File: config.mk
export PLATFORM = sky130hd
export DESIGN_NAME = idli_sqi_fetch_m
export DESIGN_NICKNAME = d
export VERILOG_FILES = /design/src/rtl/idli_pkg.sv /design/src/rtl/idli_sqi_fetch_m.sv
export SDC_FILE = /design/constraint.sdc
export NUM_CORES = 1
export LEC_CHECK = 0
export CORE_ASPECT_RATIO = 2
export CORE_UTILIZATION = 44
export DETAILED_ROUTE_END_ITERATION = 10
export MAX_ROUTING_LAYER = met4
export PLACE_DENSITY = 0.72
export SLEW_MARGIN = 40
export SYNTH_ARGS = -nofsm -noshare
export SYNTH_HDL_FRONTEND = slang
export SYNTH_SLANG_ARGS = --single-unit
File: constraint.sdc
create_clock -name i_sqi_gck -period 2.6 [get_ports i_sqi_gck]
set_input_delay 0.78 -clock i_sqi_gck [delete_from_list [all_inputs] [get_ports i_sqi_gck]]
set_output_delay 0.78 -clock i_sqi_gck [all_outputs]
set_load 0.01 [all_outputs]
File: src/rtl/idli_pkg.sv
// idli_pkg: shared types and constants for the SQI instruction fetch front end.
package idli_pkg;
  typedef enum logic [2:0] {SQI_IDLE, SQI_CMD, SQI_ADDR, SQI_DUMMY, SQI_DATA} sqi_state_t;
  typedef logic [1:0] ctr_t;
  typedef logic [15:0] data_t;
  localparam logic [7:0] SQI_CMD_READ = 8'h03;
  localparam int SQI_CMD_NIBBLES = 2;
  localparam int SQI_ADDR_NIBBLES = 6;
  localparam int SQI_DUMMY_CYCLES = 2;
  localparam int SQI_CNT_W = $clog2(SQI_ADDR_NIBBLES > SQI_DUMMY_CYCLES ? SQI_ADDR_NIBBLES : SQI_DUMMY_CYCLES);
  // First CMD cycle sits at this ctr so the first data nibble lands on ctr==0.
  localparam ctr_t SQI_START_CTR = ctr_t'((4 - (SQI_CMD_NIBBLES + SQI_ADDR_NIBBLES + SQI_DUMMY_CYCLES) % 4) % 4);
  localparam ctr_t SQI_LAUNCH_CTR = SQI_START_CTR - 2'd1;
endpackage

File: src/rtl/idli_sqi_fetch_m.sv
// idli_sqi_fetch_m: SQI SRAM instruction fetch, streaming one 16b encoding per sync-counter period.
module idli_sqi_fetch_m
  import idli_pkg::*;
(
  input  logic        i_sqi_gck,
  input  logic        i_sqi_rst,
  input  ctr_t        i_sqi_ctr,
  input  logic        i_sqi_redir,
  input  logic [15:0] i_sqi_redir_pc,
  output logic        o_sqi_cs_n,
  output logic        o_sqi_sck_en,
  output logic [3:0]  o_sqi_sio_o,
  output logic        o_sqi_sio_oe,
  input  logic [3:0]  i_sqi_sio_i,
  output data_t       o_sqi_enc,
  output logic        o_sqi_enc_vld,
  output logic [15:0] o_sqi_pc
);
  sqi_state_t state, state_nx;
  logic [SQI_CNT_W-1:0] cnt;
  logic [31:0] shreg;
  logic [2:0][3:0] buffer;
  logic [15:0] pc;
  logic wrap;
  // The device stream is not wrapped, so stepping past 0xFFFF restarts at 0.
  assign wrap = o_sqi_enc_vld && pc == 16'hFFFF;
  always_ff @(posedge i_sqi_gck)
    if (i_sqi_rst) state <= SQI_IDLE;
    else state <= state_nx;
  always_comb begin
    state_nx = state;
    case (state)
      SQI_IDLE:  state_nx = i_sqi_ctr == SQI_LAUNCH_CTR ? SQI_CMD : SQI_IDLE;
      SQI_CMD:   state_nx = cnt == SQI_CNT_W'(SQI_CMD_NIBBLES - 1) ? SQI_ADDR : SQI_CMD;
      SQI_ADDR:  state_nx = cnt == SQI_CNT_W'(SQI_ADDR_NIBBLES - 1) ? SQI_DUMMY : SQI_ADDR;
      SQI_DUMMY: state_nx = cnt == SQI_CNT_W'(SQI_DUMMY_CYCLES - 1) ? SQI_DATA : SQI_DUMMY;
      SQI_DATA:  state_nx = SQI_DATA;
      default:   state_nx = SQI_IDLE;
    endcase
    if (i_sqi_redir || wrap) state_nx = SQI_IDLE;
  end
  always_ff @(posedge i_sqi_gck)
    if (i_sqi_rst) begin
      cnt <= '0;
      shreg <= '0;
      buffer <= '0;
      pc <= '0;
    end else begin
      cnt <= state_nx != state ? '0 : cnt + 1'b1;
      shreg <= state == SQI_IDLE ? {SQI_CMD_READ, 7'b0, pc, 1'b0} : shreg << 4;
      if (state == SQI_DATA && i_sqi_ctr != 2'd3) buffer[i_sqi_ctr] <= i_sqi_sio_i;
      pc <= i_sqi_redir ? i_sqi_redir_pc : o_sqi_enc_vld ? pc + 16'd1 : pc;
    end
  always_comb begin
    o_sqi_cs_n = state == SQI_IDLE;
    o_sqi_sck_en = state != SQI_IDLE;
    o_sqi_sio_oe = state == SQI_CMD || state == SQI_ADDR;
    o_sqi_sio_o = o_sqi_sio_oe ? shreg[31:28] : 4'h0;
    o_sqi_enc_vld = state == SQI_DATA && i_sqi_ctr == 2'd3 && !i_sqi_redir;
    o_sqi_enc = {i_sqi_sio_i, buffer};
    o_sqi_pc = pc;
  end
endmodule
==> results of run 1 <==
[flip-flops by register name (all words and copies together), names as in the netlist]
register and flops:
o_sqi_enc 12, o_sqi_pc 16, cnt 3, shreg 31
state 3
[synth_stat cells (2+ instances only)]
| master | number | area [µm²] |
|---|---|---|
| o21ai_0 | 3 | 15.0 |
| nor3_2 | 2 | 20.0 |
| xnor2_1 | 12 | 105 |
| nor3_1 | 8 | 40.0 |
| mux2i_1 | 13 | 130 |
| buf_4 | 4 | 30.0 |
| and2_1 | 21 | 131 |
| a21oi_1 | 20 | 100 |
| buf_2 | 2 | 10.0 |
| xor2_1 | 6 | 52.6 |
| nor4_1 | 8 | 50.1 |
| clkbuf_1 | 12 | 45.0 |
| nand3_1 | 8 | 40.0 |
| ha_1 | 3 | 37.5 |
| inv_1 | 10 | 37.5 |
| nand2_1 | 37 | 139 |
| nand4_1 | 3 | 18.8 |
| nor2_1 | 34 | 128 |
| a211oi_1 | 9 | 67.6 |
| dfxtp_1 | 65 | 1300 |
| buf_6 | 4 | 45.0 |
[layer usage]
layer / track usage / vias to the layer above / part of all wire
met4: 0.109 / 0 / 0.025
met3: 0.0571 / 15 / 0.043
met2: 0.415 / 64 / 0.58
met1: 0.204 / 1103 / 0.35
met5: - / - / 0
li1: - / 1159 / -
[placed cells by master, fill, tap and decap left out, types with 2 or more instances in the layout]
cell / synthesis / final
dlygate4sd2_1: 0 / 2
nand2_1: 37 / 37
buf_4: 4 / 23
clkdlybuf4s50_1: 0 / 60
nor2_1: 34 / 33
a21oi_1: 20 / 20
inv_1: 10 / 10
clkinvlp_4: 0 / 2
clkbuf_16: 0 / 9
clkinv_4: 0 / 2
mux2i_1: 13 / 13
a211oi_1: 9 / 9
ha_1: 3 / 3
nor3_2: 2 / 2
nand4_1: 3 / 3
nor4_1: 8 / 8
and2_1: 21 / 21
o21ai_0: 3 / 3
xor2_1: 6 / 6
xnor2_1: 12 / 12
nand3_1: 8 / 8
nor3_1: 8 / 8
dfxtp_1: 65 / 65
clkinv_2: 0 / 3
[through the flow]
stage          TNS, ns  setup WS, ns   util  power, µW
3_5_place_dp     -1.97        -0.303  0.583       1300
6_report             0        0.0205  0.630       2360
4_1_cts              0        0.0163  0.629       2380
5_1_grt              0       0.00219  0.630       2440
2_1_floorplan        0         0.102      -       1180
3_3_place_gp     -1.67        -0.307  0.583       1300
[cells by family (layout without fill, tap and decap cells)]
| kind of cell | count (synthesis) | after routing | synth area share |
|---|---|---|---|
| xor+xnor | 18 | 18 | 0.0581 |
| simple gates | 133 | 133 | 0.255 |
| buf+inv | 33 | 113 | 0.0632 |
| fa+ha+maj | 3 | 3 | 0.0138 |
| flops | 65 | 65 | 0.480 |
| mux | 13 | 13 | 0.0480 |
| compound gates | 37 | 37 | 0.0821 |
[worst max path at each step]
stage	from	end	slack, ns	cells after the start
detailed placement	i_sqi_ctr[0]	o_sqi_enc_vld	-0.30	4
global placement	i_sqi_ctr[0]	o_sqi_enc_vld	-0.31	4
global route	i_sqi_sio_i[2]	o_sqi_enc[14]	0.002	2
floorplan	i_sqi_ctr[0]	cnt[2]$_SDFF_PP0_	0.10	7
CTS	i_sqi_sio_i[2]	o_sqi_enc[14]	0.02	2
finish	i_sqi_sio_i[2]	o_sqi_enc[14]	0.02	2
[final cells by class]
class | count | area, µm²
sequential | 65 | 1300
multi-input combinational | 204 | 1250
inverter | 10 | 37.5
clock inverter | 7 | 47.5
tap | 63 | 78.8
fill | 516 | 2210
timing repair buffer | 87 | 813
clock buffer | 9 | 225
[power by group]
part	internal [µW]	switching (µW)	total, µW
clock	641	446	1090
sequential	1030	32.7	1060
combinational	117	95.2	212
==> metrics.yaml, run 1 <==
grt_pass1_wl_mm: 10.7
dpl-instance-area_um2: 3470
ant_nets: 0
synthDistinctLibCells: 39
path_clk_slew_ns: 0.05
crit_slowest_cell: "clkdlybuf4s50_1"
cp_common_cell: "clkdlybuf4s50_1"
hold_class: "reg -> reg"
holdPathStages: 1
grt_overflow_total: 0
async_flop_share: 0
synth-seq-cells: 65
synthCells: 302
timing.slew.headroom: 0.564
timing.hold.ws_ns: 0.425
critPathMaxStageDelay_ns: 0.54
cp.required_ns: 1.82
max_cap_violations: 0
grt_pass1_vias: 2355
gp_congestion: 0.883
rsz0062_at_grt: "false"
syn_nets: 330
numCtsBuffers: 9
outcome: "complete, but fails checks"
grtUsageTotal: 0.224
vias: 2341
p_leak_uw: 0.00143
clock-sinks: 65
grt_max_degree: 27
worstSetupEndpointType: "primary output"
drt_iter0_drc: 60
nets: 405
post_cts_buffers: 0
cts_buffer_depth: 2
finalMaxSlewViolations: 0
dp_hpwl_mm: 4.84
hold_viol: 0
clock_latency_ns: 0.33
irDropWorstVdd_v: 0.000462
violations: "design-rule violations"
r2r_cells: 7
reg2reg_to: "o_sqi_pc[13]$_SDFFE_PP0P_"
setup_viol: 0
crit_type: "in -> out"
period_share: 0.992
synth_edf_count: 0
wirelength_mm: 6.52
tritoncts: "built"
io_pins: 65
synth_flop_cell: "dfxtp_1"
holdPathEnd: "shreg[27]$_SDFF_PP0_"
r2r_slack_ns: 0.42
place_inst: 429
synth.yosys.seq_area_share: 0.480
ys_warn_count: 0
hold_buffers: 0
drc: 6
fin_cells: 445
power.density_nw_per_um2: 631
antenna_found_initial: 0
min_from: "shreg[23]$_SDFF_PP0_"
cp.buffers_inverters: 2
tightest_slew_ns: 0.652
area_growth_pct: 38.3
cp.arrival_ns: 1.80
drive_gt1_frac: 0.131
die_y_um: 113
fmax_mhz: 388
start_kind: "primary input"
port_buffers: 64
cp_top_family: "buffers and inverters"
htree_levels: 3
cts_resized: 5
stdcell_area_um2: 3750
timing.rr.start: "state[0]$_SDFF_PP0_"
initial_core_util: 0.455
core-area_um2: 5960
fin_skew_ns: 0.00569
finalCriticalPeriod_ns: 2.58
syn_avg_cell_area_um2: 8.98
cts_root_buf: "clkbuf_16"
crit_path_cell_trace: "clkdlybuf4s50_1, clkdlybuf4s50_1"
synth_area_um2: 2710
path_max_fanout: 2
die_x_um: 57.5
viasPerCell: 5.26
die_area_um2: 6500
first_pass_iters: 7
routedWlPerCell_um: 14.6
antennaDiodeCount: 0
rows: 40
Note: power is estimated with default switching activity, not from simulation.
==> inputs of run 2 (changes only) <==
--- a/config.mk
+++ b/config.mk
@@ -6,11 +6,12 @@
 export NUM_CORES = 1
 export LEC_CHECK = 0
 export CORE_ASPECT_RATIO = 2
-export CORE_UTILIZATION = 44
+export CORE_UTILIZATION = 39
 export DETAILED_ROUTE_END_ITERATION = 10
 export MAX_ROUTING_LAYER = met4
-export PLACE_DENSITY = 0.72
+export PLACE_DENSITY = 0.62
 export SLEW_MARGIN = 40
 export SYNTH_ARGS = -nofsm -noshare
 export SYNTH_HDL_FRONTEND = slang
 export SYNTH_SLANG_ARGS = --single-unit
+export TNS_END_PERCENT = 5
==> constraint.sdc (replaced) <==
create_clock -name i_sqi_gck -period 2.65 [get_ports i_sqi_gck]
set_input_delay 0.795 -clock i_sqi_gck [delete_from_list [all_inputs] [get_ports i_sqi_gck]]
set_output_delay 0.795 -clock i_sqi_gck [all_outputs]
set_load 0.01 [all_outputs]
==> metrics.yaml, run 2 (synthesized netlist as in run 1, its figures left out) <==
antennaDiodeCount: 0
outcome: "finished, final reports clean"
p_int_uw: 1870
nets: 408
power_switching_uw: 588
worstSetupEndpointType: "primary output"
start_kind: "primary input"
path_clk_slew_ns: 0.06
numCtsBuffers: 9
grtUsageTotal: 0.218
drc: 0
wirelength_mm: 6.87
dp_hpwl_mm: 5.06
viasPerCell: 4.86
holdPathStages: 1
core-area_um2: 6670
min_from: "shreg[19]$_SDFF_PP0_"
stdcell_area_um2: 3850
crit_slowest_cell: "clkdlybuf4s50_1"
cp.required_ns: 1.86
first_pass_iters: 4
r2r_cells: 6
crit_path_cell_trace: "clkdlybuf4s50_1, clkdlybuf4s50_1"
hold_viol: 0
cp_common_cell: "clkdlybuf4s50_1"
cp.buffers_inverters: 2
tritoncts: "built"
crit_type: "in -> out"
max_cap_violations: 0
setup_viol: 0
vias: 2299
clockPowerShare: 0.487
layout_commonest_cell: "dfxtp_1"
die_area_um2: 7310
cp.arrival_ns: 1.81
grt_max_degree: 31
antenna_found_initial: 0
die_x_um: 61.0
fin_ws_ns: 0.0431
power.density_nw_per_um2: 638
critPathMaxStageDelay_ns: 0.54
rsz0062_at_grt: "false"
htree_levels: 3
irDropWorstVdd_v: 0.000446
p_leak_uw: 0.00153
path_max_fanout: 2
initial_core_util: 0.406
hold_class: "reg -> reg"
fmax_mhz: 384
seq_power_share: 0.423
dpl-instance-area_um2: 3520
ant_nets: 0
cts_root_buf: "clkbuf_16"
area_growth_pct: 42.1
grt_pass1_vias: 2318
holdPathEnd: "shreg[23]$_SDFF_PP0_"
gp_congestion: 0.810
layout_common_cells: "64 x dfxtp_1, 58 x clkdlybuf4s50_1, 37 x nand2_1, 33 x nor2_1, 26 x buf_4"
die_y_um: 120
rows: 42
drt_iter0_drc: 53
cp_top_family: "buffers and inverters"
cts_buffer_depth: 2
clock-sinks: 65
drive_gt1_frac: 0.143
finalMaxSlewViolations: 0
tightest_slew_ns: 0.614
finalCriticalPeriod_ns: 2.61
clock_latency_ns: 0.34
grt_pass1_wl_mm: 11.0
power_uw: 2460
top_register: "shreg"
routedWlPerCell_um: 14.5
swShare: 0.239
timing.rr.start: "state[1]$_SDFF_PP0_"
grt_overflow_total: 0
period_share: 0.984
combPwrFrac: 0.090
io_pins: 65
r2r_slack_ns: 0.45
reg2reg_to: "cnt[2]$_SDFF_PP0_"
preCtsSetupSlack_ns: -0.243
timing.slew.headroom: 0.589
largest_reg_flops: 31
fin_skew_ns: 0.00410
port_buffers: 64
==> run 2: cell count changes in the layout (fill, tap and decap cells not counted), moves of 2 or more <==
cell	previous run	this run
buf_4	23	26
clkdlybuf4s50_1	60	58
clkinvlp_4	2	0
dlymetal6s2s_1	1	5
dlygate4sd2_1	2	0
inv_6	0	2
clkinv_2	3	1
==> run 2: area by class of cell <==
class                           count  area [µm²]
Clock buffer                        9         225
Clock inverter                      7        78.8
Fill cell                         634        2820
Inverter                           10        37.5
Multi-Input combinational cell    204        1250
Sequential cell                    65        1300
Tap cell                           88         110
Timing Repair Buffer               90         848
==> run 2: worst max-delay path by stage <==
stage	cells past startpoint	to	start	slack, ns
floorplan	7	cnt[2]$_SDFF_PP0_	i_sqi_ctr[0]	0.14
global placement	4	o_sqi_enc_vld	i_sqi_ctr[0]	-0.22
detailed placement	4	o_sqi_enc_vld	i_sqi_ctr[0]	-0.24
CTS	5	o_sqi_sio_o[0]	state[0]$_SDFF_PP0_	-0.02
global route	7	cnt[0]$_SDFF_PP0_	i_sqi_ctr[0]	0.003
finish	2	o_sqi_enc[15]	i_sqi_sio_i[3]	0.04
==> run 2: what timing repair did <==
action	in CTS	in global routing
setup buffers	0	0
setup endpoints to repair	6	7
hold buffers	0	0
gates resized for setup	4	7
==> run 2: power by group through the flow <==
stage | combinational [µW] | sequential [µW] | clock, µW
6_report | 220 | 1040 | 1200
5_1_grt | 242 | 1040 | 1260
4_1_cts | 222 | 1040 | 1230
3_5_place_dp | 220 | 1060 | 0
3_3_place_gp | 216 | 1060 | 0
2_1_floorplan | 95.0 | 1060 | 0
==> run 2: layer usage <==
| metal | routed length [µm] | track usage | vias to the layer above | part of all wire |
|---|---|---|---|---|
| li1 | - | - | 1166 | - |
| met1 | 2560 | 0.206 | 1078 | 0.37 |
| met2 | 3930 | 0.390 | 47 | 0.57 |
| met3 | 240 | 0.0571 | 8 | 0.035 |
| met4 | 135 | 0.102 | 0 | 0.020 |
| met5 | 0 | - | - | 0 |
==> run 2: through the flow <==
stage	util	std cells	TNS (ns)	hold slack, ns
3_3_place_gp	0.528	457	-1.34	0.410
4_1_cts	0.575	473	-0.0197	0.426
6_report	0.577	473	0	0.421
3_5_place_dp	0.528	457	-1.67	0.412
5_1_grt	0.577	473	0	0.441
2_1_floorplan	-	302	0	0.406
==> inputs of run 3 (changes only) <==
--- a/config.mk
+++ b/config.mk
@@ -9,7 +9,8 @@
 export CORE_UTILIZATION = 39
 export DETAILED_ROUTE_END_ITERATION = 10
 export MAX_ROUTING_LAYER = met4
-export PLACE_DENSITY = 0.62
+export PLACE_DENSITY = 0.65
+export RECOVER_POWER = 100
 export SLEW_MARGIN = 40
 export SYNTH_ARGS = -nofsm -noshare
 export SYNTH_HDL_FRONTEND = slang
==> metrics.yaml, run 3 (synthesized netlist as in run 1, its figures left out) <==
die_area_um2: 7310
layout_common_cells: "65 x dfxtp_1, 59 x clkdlybuf4s50_1, 37 x nand2_1, 33 x nor2_1, 23 x buf_4"
tritoncts: "built"
timing.slew.headroom: 0.537
place_inst: 457
tightest_slew_ns: 0.695
period_share: 0.983
antenna_found_initial: 0
holdPathEnd: "shreg[28]$_SDFF_PP0_"
timing.rr.start: "state[2]$_SDFF_PP0_"
start_kind: "primary input"
cts_buffer_depth: 2
port_buffers: 64
crit_type: "in -> out"
grt_overflow_total: 0
hold_viol: 0
wirelength_mm: 6.81
max_cap_violations: 0
routedWlPerCell_um: 14.4
initial_core_util: 0.406
fin_skew_ns: 0.00328
largest_reg_flops: 31
drc: 0
viasPerCell: 5.02
layout_commonest_cell: "dfxtp_1"
rows: 42
cp_top_family: "buffers and inverters"
htree_levels: 3
area_growth_pct: 42.1
gp_congestion: 0.814
p_leak_uw: 0.00151
grt_max_degree: 21
hold_class: "reg -> reg"
timing.hold.ws_ns: 0.421
path_clk_slew_ns: 0.05
die_x_um: 61.0
die_y_um: 120
drt_iter0_drc: 55
r2r_cells: 6
core-area_um2: 6670
nets: 408
grt_pass1_vias: 2370
outcome: "finished, final reports clean"
vias: 2374
top_register: "shreg"
fmax_mhz: 384
numCtsBuffers: 9
grt_pass1_wl_mm: 11.1
crit_path_cell_trace: "clkdlybuf4s50_1, clkdlybuf4s50_1"
worstSetupEndpointType: "primary output"
power_uw: 2490
rsz0062_at_grt: "true"
path_max_fanout: 2
holdPathStages: 1
ant_nets: 0
dp_hpwl_mm: 5.06
io_pins: 65
setup_viol: 0
first_pass_iters: 4
drive_gt1_frac: 0.127
cp_common_cell: "clkdlybuf4s50_1"
power.density_nw_per_um2: 647
reg2reg_to: "shreg[22]$_SDFF_PP0_"
r2r_slack_ns: 0.44
antennaDiodeCount: 0
finalMaxSlewViolations: 0
clock_latency_ns: 0.33
min_from: "shreg[24]$_SDFF_PP0_"
crit_slowest_cell: "clkdlybuf4s50_1"
clock-sinks: 65
cp.buffers_inverters: 2
grtUsageTotal: 0.217
post_cts_buffers: 0
finalCriticalPeriod_ns: 2.61
irDropWorstVdd_v: 0.000389
cts_root_buf: "clkbuf_16"
hold_buffers: 0
cp.required_ns: 1.86
critPathMaxStageDelay_ns: 0.54
fin_cells: 473
cp.arrival_ns: 1.81
setup_tns_ns: 0
==> run 3: changes by cell type in the layout (fill, tap and decap cells not counted) <==
cell / delta
clkbuf_1: +5
and2_0: +3
and2_1: -3
buf_4: -3
clkinv_4: -3
clkinvlp_4: +2
inv_6: -2
bufinv_16: +1
clkdlybuf4s50_1: +1
dfxtp_1: +1
dfxtp_2: -1
dlymetal6s2s_1: -1
nor3_2: -1
nor3_4: +1
==> run 3: stage by stage <==
| step | util | setup slack, ns | area (µm²) |
|---|---|---|---|
| floorplan | - | 0.137 | 2710 |
| global placement | 0.528 | -0.225 | 3520 |
| detailed placement | 0.528 | -0.230 | 3520 |
| CTS | 0.576 | -0.0550 | 3840 |
| global route | 0.577 | -0.0819 | 3850 |
| finish | 0.577 | 0.0439 | 3850 |
==> run 3: worst max path at each step <==
stage | from | end | slack (ns) | depth (start not counted)
6_report | i_sqi_sio_i[3] | o_sqi_enc[15] | 0.04 | 2
5_1_grt | state[1]$_SDFF_PP0_ | o_sqi_sio_o[2] | -0.08 | 5
4_1_cts | state[2]$_SDFF_PP0_ | o_sqi_cs_n | -0.05 | 4
3_5_place_dp | i_sqi_ctr[0] | o_sqi_enc_vld | -0.23 | 4
3_3_place_gp | i_sqi_ctr[0] | o_sqi_enc_vld | -0.22 | 4
2_1_floorplan | i_sqi_ctr[0] | cnt[2]$_SDFF_PP0_ | 0.14 | 7
==> run 3: what timing repair did <==
item,4_1_cts,5_1_grt
gates cloned,0,0
setup endpoints to repair,6,9
pin swaps,0,1
gates resized for setup,3,7
==> run 3: final cells by class <==
cell class | count | area (µm²)
clock inverter | 5 | 80.1
inverter | 10 | 37.5
tap | 88 | 110
sequential | 65 | 1300
timing repair buffer | 90 | 835
clock buffer | 11 | 233
multi-input combinational | 204 | 1260
fill | 641 | 2820
==> run 3: power by group <==
group          internal [µW]  switching (µW)  total [µW]
Combinational            118            97.8         215
Clock                    821             412        1230
Sequential              1010            31.4        1040
==> run 3: routing by layer <==
layer,GRT usage,up-vias,routed length [µm]
met5,-,-,0
met1,0.205,1132,2340
met2,0.388,66,4040
met3,0.0625,11,300
met4,0.0938,0,125
li1,-,1165,-
